`config.mk`:
```
export PLATFORM = sky130hd
export DESIGN_NAME = clk_switcher_ndiv
export DESIGN_NICKNAME = d
export VERILOG_FILES = /design/src/rtl/clksw_pkg.sv /design/src/rtl/clksw_div_counter.sv /design/src/rtl/clk_switcher_ndiv.sv
export SDC_FILE = /design/constraint.sdc
export NUM_CORES = 1
export LEC_CHECK = 0
export ABC_AREA = 1
export ABC_CLOCK_PERIOD_IN_PS = 1150
export CORE_AREA = 4 4 41 43
export DETAILED_ROUTE_END_ITERATION = 8
export DIE_AREA = 0 0 45 47
export GPL_ROUTABILITY_DRIVEN = 0
export GPL_TIMING_DRIVEN = 0
export HOLD_SLACK_MARGIN = 0.1
export SYNTH_ARGS = -nofsm -noshare
export SYNTH_HDL_FRONTEND = slang
export SYNTH_SLANG_ARGS = --single-unit
```
`constraint.sdc`:
```
create_clock -name clk -period 1.15 [get_ports clk]
set_input_delay 0.23 -clock clk [delete_from_list [all_inputs] [get_ports clk]]
set_output_delay 0.23 -clock clk [all_outputs]
set_load 0.05 [all_outputs]
```
`src/rtl/clksw_pkg.sv`:
```
`default_nettype none
// +----------------------------------------------------------------------------+
// | Module      : clksw_pkg                                                    |
// | Description : Shared types and constants for the N-way divided-clock       |
// |               switcher. Provides the switch FSM state encoding, the        |
// |               upper bound on selectable ratios and a ratio helper.         |
// | Revision    : 1.0 - initial release                                        |
// +----------------------------------------------------------------------------+
package clksw_pkg;

    // Largest supported number of selectable ratios.
    localparam int MAX_NUM_DIVS = 8;

    // Switch FSM: waiting for a request, or holding one until alignment.
    typedef enum logic [0:0] {
        IDLE       = 1'b0,
        WAIT_ALIGN = 1'b1
    } clksw_state_e;

    // Division ratio selected by index sel: 2^(sel+1).
    function automatic int ratio(input int sel);
        return 1 << (sel + 1);
    endfunction

endpackage
`default_nettype wire

```
`src/rtl/clksw_div_counter.sv`:
```
`default_nettype none
// +----------------------------------------------------------------------------+
// | Module      : clksw_div_counter                                            |
// | Description : Free-running NUM_DIVS-bit counter. Bit i of the count is     |
// |               the root clock divided by 2^(i+1). Wraps from all-ones to 0. |
// | Ports       : clk        - root clock                                      |
// |               reset      - asynchronous active-high reset                  |
// |               o_cnt      - current count                                   |
// |               o_cnt_next - count value after the next rising edge          |
// |               o_align    - count is all-ones: every divided clock falls    |
// |                            on the coming edge                              |
// | Revision    : 1.0 - initial release                                        |
// +----------------------------------------------------------------------------+
module clksw_div_counter #(
    parameter int NUM_DIVS = 4
) (
    input  logic                clk,
    input  logic                reset,
    output logic [NUM_DIVS-1:0] o_cnt,
    output logic [NUM_DIVS-1:0] o_cnt_next,
    output logic                o_align
);

    logic [NUM_DIVS-1:0] r_cnt;
    logic [NUM_DIVS-1:0] w_cnt_next;

    assign w_cnt_next = r_cnt + 1'b1;

    always_ff @(posedge clk or posedge reset) begin
        if (reset) begin
            r_cnt <= '0;
        end else begin
            r_cnt <= w_cnt_next;
        end
    end

    assign o_cnt      = r_cnt;
    assign o_cnt_next = w_cnt_next;
    assign o_align    = &r_cnt;

endmodule
`default_nettype wire

```
`src/rtl/clk_switcher_ndiv.sv`:
```
`default_nettype none
// +----------------------------------------------------------------------------+
// | Module      : clk_switcher_ndiv                                            |
// | Description : Root-clock divider with a glitch-free switch between         |
// |               NUM_DIVS ratios (2, 4, ... 2^NUM_DIVS). A new ratio is       |
// |               requested over a val/rdy handshake and applied only on the   |
// |               alignment edge, where every divided clock falls together.    |
// | Ports       : clk         - root clock                                     |
// |               reset       - asynchronous active-high reset                 |
// |               switch_val  - ratio-change request valid                     |
// |               switch_rdy  - request can be accepted                        |
// |               switch_msg  - requested select index                         |
// |               clk_out     - selected divided clock (flop output)           |
// |               cur_sel     - currently applied select                       |
// |               switch_done - one-cycle pulse after a switch is applied      |
// |               switch_err  - sticky out-of-range flag (CLKSW_ERR_EN only)   |
// | Options     : CLKSW_ERR_EN - out-of-range requests are consumed, flagged   |
// |               and dropped; otherwise they are clamped to NUM_DIVS-1.       |
// | Revision    : 1.0 - initial release                                        |
// +----------------------------------------------------------------------------+
module clk_switcher_ndiv
    import clksw_pkg::*;
#(
    parameter int NUM_DIVS  = 4,
    parameter int SEL_W     = $clog2(NUM_DIVS),
    parameter int RESET_SEL = 0
) (
    input  logic             clk,
    input  logic             reset,
    input  logic             switch_val,
    output logic             switch_rdy,
    input  logic [SEL_W-1:0] switch_msg,
    output logic             clk_out,
    output logic [SEL_W-1:0] cur_sel,
    output logic             switch_done
`ifdef CLKSW_ERR_EN
    ,
    output logic             switch_err
`endif
);

    localparam logic [SEL_W-1:0] c_reset_sel = SEL_W'(RESET_SEL);
    // One extra bit so NUM_DIVS itself is representable for the range test.
    localparam logic [SEL_W:0]   c_num_divs  = (SEL_W + 1)'(NUM_DIVS);
`ifndef CLKSW_ERR_EN
    localparam logic [SEL_W-1:0] c_max_sel   = SEL_W'(NUM_DIVS - 1);
`endif

    // ------------------------------------------------------------------
    // Divider
    // ------------------------------------------------------------------
    logic [NUM_DIVS-1:0] w_cnt;
    logic [NUM_DIVS-1:0] w_cnt_next;
    logic                w_align;
    logic                w_unused_cnt;

    clksw_div_counter #(
        .NUM_DIVS (NUM_DIVS)
    ) u_div_counter (
        .clk        (clk),
        .reset      (reset),
        .o_cnt      (w_cnt),
        .o_cnt_next (w_cnt_next),
        .o_align    (w_align)
    );

    // The present count is only needed inside the counter for alignment.
    assign w_unused_cnt = ^w_cnt;

    // ------------------------------------------------------------------
    // Switch FSM
    // ------------------------------------------------------------------
    clksw_state_e     r_state;
    clksw_state_e     w_state_next;
    logic [SEL_W-1:0] r_pend_sel;
    logic [SEL_W-1:0] w_pend_sel_next;
    logic [SEL_W-1:0] r_cur_sel;
    logic [SEL_W-1:0] w_cur_sel_next;
    logic             r_clk_out;
    logic             r_done;
    logic             w_apply;
    logic             w_out_of_range;
    logic [SEL_W-1:0] w_msg;
`ifdef CLKSW_ERR_EN
    logic             r_err;
    logic             w_err_set;
`endif

    assign w_out_of_range = ({1'b0, switch_msg} >= c_num_divs);

`ifdef CLKSW_ERR_EN
    assign w_msg = switch_msg;
`else
    assign w_msg = w_out_of_range ? c_max_sel : switch_msg;
`endif

    assign switch_rdy = (r_state == IDLE);

    always_comb begin
        w_state_next    = r_state;
        w_pend_sel_next = r_pend_sel;
        w_apply         = 1'b0;
`ifdef CLKSW_ERR_EN
        w_err_set       = 1'b0;
`endif
        case (r_state)
            IDLE: begin
                if (switch_val) begin
`ifdef CLKSW_ERR_EN
                    if (w_out_of_range) begin
                        // Consumed but dropped: no switch is scheduled.
                        w_err_set = 1'b1;
                    end else begin
                        w_pend_sel_next = w_msg;
                        w_state_next    = WAIT_ALIGN;
                    end
`else
                    w_pend_sel_next = w_msg;
                    w_state_next    = WAIT_ALIGN;
`endif
                end
            end
            WAIT_ALIGN: begin
                // Entering this state consumes the acceptance edge, so the
                // first align seen here is strictly later than acceptance.
                if (w_align) begin
                    w_apply      = 1'b1;
                    w_state_next = IDLE;
                end
            end
            default: begin
                w_state_next = IDLE;
            end
        endcase
    end

    assign w_cur_sel_next = w_apply ? r_pend_sel : r_cur_sel;

    always_ff @(posedge clk or posedge reset) begin
        if (reset) begin
            r_state    <= IDLE;
            r_pend_sel <= '0;
            r_cur_sel  <= c_reset_sel;
            r_clk_out  <= 1'b0;
            r_done     <= 1'b0;
        end else begin
            r_state    <= w_state_next;
            r_pend_sel <= w_pend_sel_next;
            r_cur_sel  <= w_cur_sel_next;
            // A switch only lands where cnt_next is 0, so the new ratio
            // always starts with a full low phase.
            r_clk_out  <= w_cnt_next[w_cur_sel_next];
            r_done     <= w_apply;
        end
    end

`ifdef CLKSW_ERR_EN
    always_ff @(posedge clk or posedge reset) begin
        if (reset) begin
            r_err <= 1'b0;
        end else if (w_err_set) begin
            r_err <= 1'b1;
        end
    end

    assign switch_err = r_err;
`endif

    assign clk_out     = r_clk_out;
    assign cur_sel     = r_cur_sel;
    assign switch_done = r_done;

endmodule
`default_nettype wire

```
==> reports/metrics.yaml, run 1 <==
cells_and_area:
  layout.nets: 71
  multiInputGateArea_sq_um: 221.5
  fill_cells: 137
  diodes: 0
  drive_gt1_share_pct: 35.94
  regArea_sq_um: 275.3
  syn_to_final_growth_pct: 29.68
synthesis:
  async_flop_share_pct: 100.0
  postSynthAreaPerCell_sq_um: 10.49
  yosysWarnings: 0
  ys_ff_latch: 11
  synth_flop_cell: "dfrtp_1"
  synth_fp_nets: 55
  synthCells: 49
  synthesis.area_sq_um: 514.2
  yosys-top-cells-area: "dfrtp_1, nand2_4, inv_1, nand2_1, nand3_1"
  synth_common_cells: "dfrtp_1, inv_1, nand2_1, nand3_1"
  synth.distinct_cells: 18
  synth-edff-count: 0
  ys_seq_area_share_pct: 53.53
  synth_top_area_share_pct: 53.53
  yosysTopAreaCell: "dfrtp_1"
  synth.most_common_cell: "dfrtp_1"
worst_setup_path:
  cp_top_family: "simple AND/OR/NAND/NOR gates"
  crit_top_cell: "nand2_2"
  cp.required_ps: 1310
  cp-startpoint: "u_div_counter.o_cnt[1]$_DFF_PP0_"
  worst-r2r-setup-slack_ps: -30
  worstSetupStartpointType: "flop"
  rr_endpoint: "clk_out$_DFF_PP0_"
  rr_worst_depth: 8
  worstPathMaxFanout: 5
  critPathKind: "flop to flop"
  cp.arrival_ps: 1340
  slowest_stage: "dfrtp_1"
  reg2reg_from: "u_div_counter.o_cnt[1]$_DFF_PP0_"
  cp_slowest_stage_delay_ps: 390
  cp.buffers_inverters: 1
  cp_cell_sequence: "ha_4 > nand2_4 > nor2_8 > nand2_2 > nand2_2 > inv_2 > nand3_2 > nand2_1"
  end_kind: "flop"
cts:
  path_clk_slew_ps: 70
  cts_tree: "yes"
  clockBufferDepth: 2
  clock_sinks: 11
  cts_made_buffers: 3
  hold_buffers: 0
  worst_skew_pair.late_latency_ps: 270
  root_buffer: "clkbuf_4"
  htree_levels: 1
timing:
  fin_ws_ps: -30.05
  fin_skew_ps: 3.150
  slew_violations: 0
  fmax_mhz: 847.4
  fin_setup_tns_ps: -45.66
  finalHoldViolCount: 0
  setup_viol: 2
  timing.final.crit_period_ps: 1180
  rsz0062_at_grt: "true"
  relSlewSlack_pct: 72.09
  worst_slew_pin_slew_ps: 418.1
  fin_crit_sh_pct: 102.6
placed_design:
  hpwl_um: 645.8
  portBuffers: 9
outcome:
  status: "finished with violations"
  violations: "setup timing"
route:
  ant_nets: 0
  via_per_inst: 4.671
  first_pass_iters: 2
  totalWireLength_um: 844
  num_vias: 369
  wl_per_cell_um: 10.68
  drtIter0Drc: 1
  drc: 0
global_route:
  overflow: 0
  grt_pass1_wl_mm: 1.435
  first_global_vias: 343
  grt_max_degree: 12
  antenna_found_initial: 0
  globalRouteTotalUtil_pct: 10.14
die:
  die_area_sq_um: 2115
  rows: 13
  die-width_um: 45
  fp.dieH_um: 47
  core_sq_um: 1301
  pin_count: 10
  initial_core_util_pct: 39.52
power_and_ir_drop:
  leakage_nw: 0.3878
  power.total_mw: 0.8792
  pwr_density_cell_nw_per_um2: 1318
  ir_drop_uv: 658.9
flow_run:
  maxCapViolCount: 0
min_path:
  min-delay-path-class: "input port to async pin"
[flip-flops by register name (all words and copies together), names as in the netlist]
name / count
r_state: 1
clk_out: 1
switch_done: 1
cur_sel: 2
u_div_counter.o_cnt: 4
r_pend_sel: 2
[cells by family after synthesis]
logic type / Yosys count / share of synthesized area (%)
AO/OA/AOI/OAI: 5 / 6.567
multiplexers: 1 / 2.190
buffers and inverters: 8 / 5.840
adder cells (fa/ha/maj): 1 / 2.433
XOR/XNOR: 1 / 1.703
AND/OR/NAND/NOR: 22 / 27.74
flip-flops: 11 / 53.53
[worst max path at each step]
stage	end	slack, ps	cells after the start
final	clk_out$_DFF_PP0_	-30	8
after global routing	clk_out$_DFF_PP0_	-120	6
after CTS	clk_out$_DFF_PP0_	-40	8
after detailed placement	switch_rdy	-360	2
after global placement	switch_rdy	-360	2
after floorplan	r_pend_sel[1]$_DFFE_PP0P_	-150	3
[power by group]
part           internal [mW]  total, mW  switching [mW]  leakage [nW]
registers              0.415      0.433          0.0181         0.136
clock network          0.134      0.263           0.129        0.0150
logic                 0.0618      0.183           0.121         0.237
[through the flow]
stage | std cells | hold WS (ps) | instance area, sq um | utilization [%] | worst slack [ps]
floorplan | 49 | 82.44 | 526.8 | - | -148.0
finish | 79 | 251.4 | 666.9 | 51.25 | -30.05
global placement | 73 | 519.6 | 635.6 | 48.85 | -360.0
detailed placement | 73 | 522.7 | 635.6 | 48.85 | -355.7
CTS | 79 | 262.5 | 660.6 | 50.77 | -42.99
global route | 79 | 310.5 | 666.9 | 51.25 | -119.2
[layout by cell type (no fill, tap or decap), drive strengths merged]
cell type	synthesis	layout
a21oi	1	1
buf	0	6
clkbuf	0	5
clkdlybuf4s50	0	4
dfrtp	11	11
ha	1	1
inv	8	8
mux2	1	1
nand2	12	12
nand3	5	5
nand4	1	1
nor2	4	4
o21ai	2	2
o21bai	2	2
xnor2	1	1
[metal layers]
layer | GRT usage [%] | vias to the layer above | wire length [um]
met5 | 0 | - | 0
met4 | 10.53 | 0 | 22
met3 | 3.448 | 4 | 58
met2 | 14.41 | 10 | 390
met1 | 11.50 | 169 | 372
li1 | - | 186 | -
[cell type report]
cell class              instances  area share (%)
clock buffers                   4           3.940
repair buffers                 11           14.26
multi-input cells              30           33.21
well taps                      15           2.814
flip-flops and latches         11           41.28
inverters                       8           4.503
[timing repair]
item                                    CTS  global route
gates resized for setup                  29             2
setup buffers                             2             0
endpoints found under the setup margin    6             3
Note: power is estimated with default switching activity, not from simulation.
==> run 2: changes to the inputs <==
- ABC_CLOCK_PERIOD_IN_PS: 1150 -> default
==> results of run 2 <==
Final layout, timing and power as in run 1 (identical DEF).
==> run 3: changes to the inputs <==
- clock period: 1.15 -> 1.05 ns (I/O delays scaled with it)
==> run 3 against run 2 <==
Wire length increased by 6.9%. Combinational power increased by 34%. Largest power group unchanged. Sequential share of layout area decreased by 3.9 points. The flow still finishes with violations (setup timing).
==> reports/metrics.yaml, run 3 (same netlist as run 1, synthesis figures left out) <==
worst_setup_path:
  end_kind: "flop"
  cp.arrival_ps: 1350
  cp.required_ps: 1210
  worstSetupStartpointType: "flop"
  critPathKind: "flop to flop"
  worstPathMaxFanout: 5
die:
  die-width_um: 45
  fp.dieH_um: 47
  initial_core_util_pct: 39.52
  die_area_sq_um: 2115
  pin_count: 10
  core_sq_um: 1301
  rows: 13
timing:
  finalHoldViolCount: 0
  fin_skew_ps: 2.181
  timing.final.crit_period_ps: 1194
  worst_slew_pin_slew_ps: 414.8
  fin_crit_sh_pct: 113.7
  relSlewSlack_pct: 72.31
  fin_hold_ws_ps: 239.8
  fmax_mhz: 837.8
  rsz0062_at_grt: "true"
  fin_ws_ps: -143.6
  slew_violations: 0
  setup_viol: 4
  fin_setup_tns_ps: -314.4
route:
  ant_nets: 0
  wl_per_cell_um: 10.74
  totalWireLength_um: 902
  via_per_inst: 4.381
  first_pass_iters: 2
  num_vias: 368
  drtIter0Drc: 3
  drc: 0
flow_run:
  maxCapViolCount: 0
power_and_ir_drop:
  clkPwrFrac_pct: 28.1
  internal_power_mw: 0.7051
  p_comb_share_pct: 24.5
  p_seq_share_pct: 47.4
  pwr_density_cell_nw_per_um2: 1358
  p_switching_mw: 0.3004
  swShare_pct: 29.88
  leakage_nw: 0.4043
  ir_drop_uv: 518.9
cts:
  path_clk_slew_ps: 70
  clockBufferDepth: 2
  worst_skew_pair.late_latency_ps: 260
  root_buffer: "clkbuf_4"
  clock_sinks: 11
  htree_levels: 1
  cts_made_buffers: 3
  cts_tree: "yes"
global_route:
  first_global_vias: 364
  globalRouteTotalUtil_pct: 10.22
  grt_pass1_wl_mm: 1.462
  antenna_found_initial: 0
  grt_max_degree: 12
  overflow: 0
cells_and_area:
  fill_cells: 123
  diodes: 0
  largest_reg_flops: 4
  drive_gt1_share_pct: 43.48
  final_common_cell: "dfrtp_1"
  regArea_sq_um: 276.5
  final_cell_mix: "dfrtp_1, buf_4, inv_1"
  layout.nets: 76
  stdcell_count: 84
  final_cell_area_sq_um: 740.7
  syn_to_final_growth_pct: 44.04
  multiInputGateArea_sq_um: 244.0
min_path:
  min-delay-path-class: "input port to async pin"
outcome:
  violations: "setup timing"
  status: "finished with violations"
placed_design:
  postPlaceCellArea_sq_um: 644.4
  post-place-ws_ps: -441.6
  portBuffers: 9
  hpwl_um: 686.7
  placedCellCount: 73
run 3: cell count changes in the layout (fill, tap and decap cells not counted), sizes merged:
cell,previous run,this run
buf,6,12
clkbuf,5,4
run 3: through the flow:
stage               utilization [%]  total power [mW]
floorplan                         -            0.6295
CTS                           54.81             1.004
finish                        56.92             1.006
global route                  56.92             1.064
global placement              49.52            0.6992
detailed placement            49.52            0.7037
run 3: area by class of cell:
type | count | share of cell area, %
multi-input combinational | 30 | 32.94
timing repair buffer | 16 | 19.59
tap | 15 | 2.534
inverter | 8 | 4.054
clock buffer | 4 | 3.547
sequential | 11 | 37.33
run 3: power by group through the flow:
stage / logic [mW] / registers (mW) / clock network, mW
after floorplan: 0.0759 / 0.554 / 0
after global placement: 0.214 / 0.486 / 0
after detailed placement: 0.216 / 0.487 / 0
after CTS: 0.225 / 0.482 / 0.296
after global routing: 0.261 / 0.479 / 0.325
final: 0.246 / 0.477 / 0.283
run 3: repair_timing:
action | CTS | global route
setup endpoints to repair | 8 | 9
gates resized for setup | 34 | 5
hold buffers | 0 | 0
pin swaps | 0 | 1
buffers inserted | 5 | 2
run 3: worst paths after layout:
check	startpoint	endpoint	slack, ps	cells after the start
worst max-delay path	u_div_counter.o_cnt[0]$_DFF_PP0_	clk_out$_DFF_PP0_	-140	8
worst min register to register	r_pend_sel[1]$_DFFE_PP0P_	r_pend_sel[1]$_DFFE_PP0P_	530	1
worst max register to register	u_div_counter.o_cnt[0]$_DFF_PP0_	clk_out$_DFF_PP0_	-140	8
min in group clk	switch_msg[0]	r_pend_sel[0]$_DFFE_PP0P_	520	3
max in group asynchronous	reset	cur_sel[0]$_DFF_PP0_	500	2
worst min-delay path	reset	r_pend_sel[0]$_DFFE_PP0P_	240	2
run 3: per-layer routing:
layer  routed length, um  global-route usage [%]  vias to the layer above
met5                   0                       0                        -
met4                   0                   7.018                        0
met3                  53                   3.448                        0
met2                 469                   17.23                        7
met1                 379                   10.77                      168
li1                    -                       -                      193
run 3: worst max-delay path: stages, from the launching register on:
cell and delay, ps:
dfrtp_1 400, ha_4 190, nand2_8 70, nor2_8 140, nand2_4 70, nand2_2 60
nand2_1 50, nand3_1 60, nand2_1 50
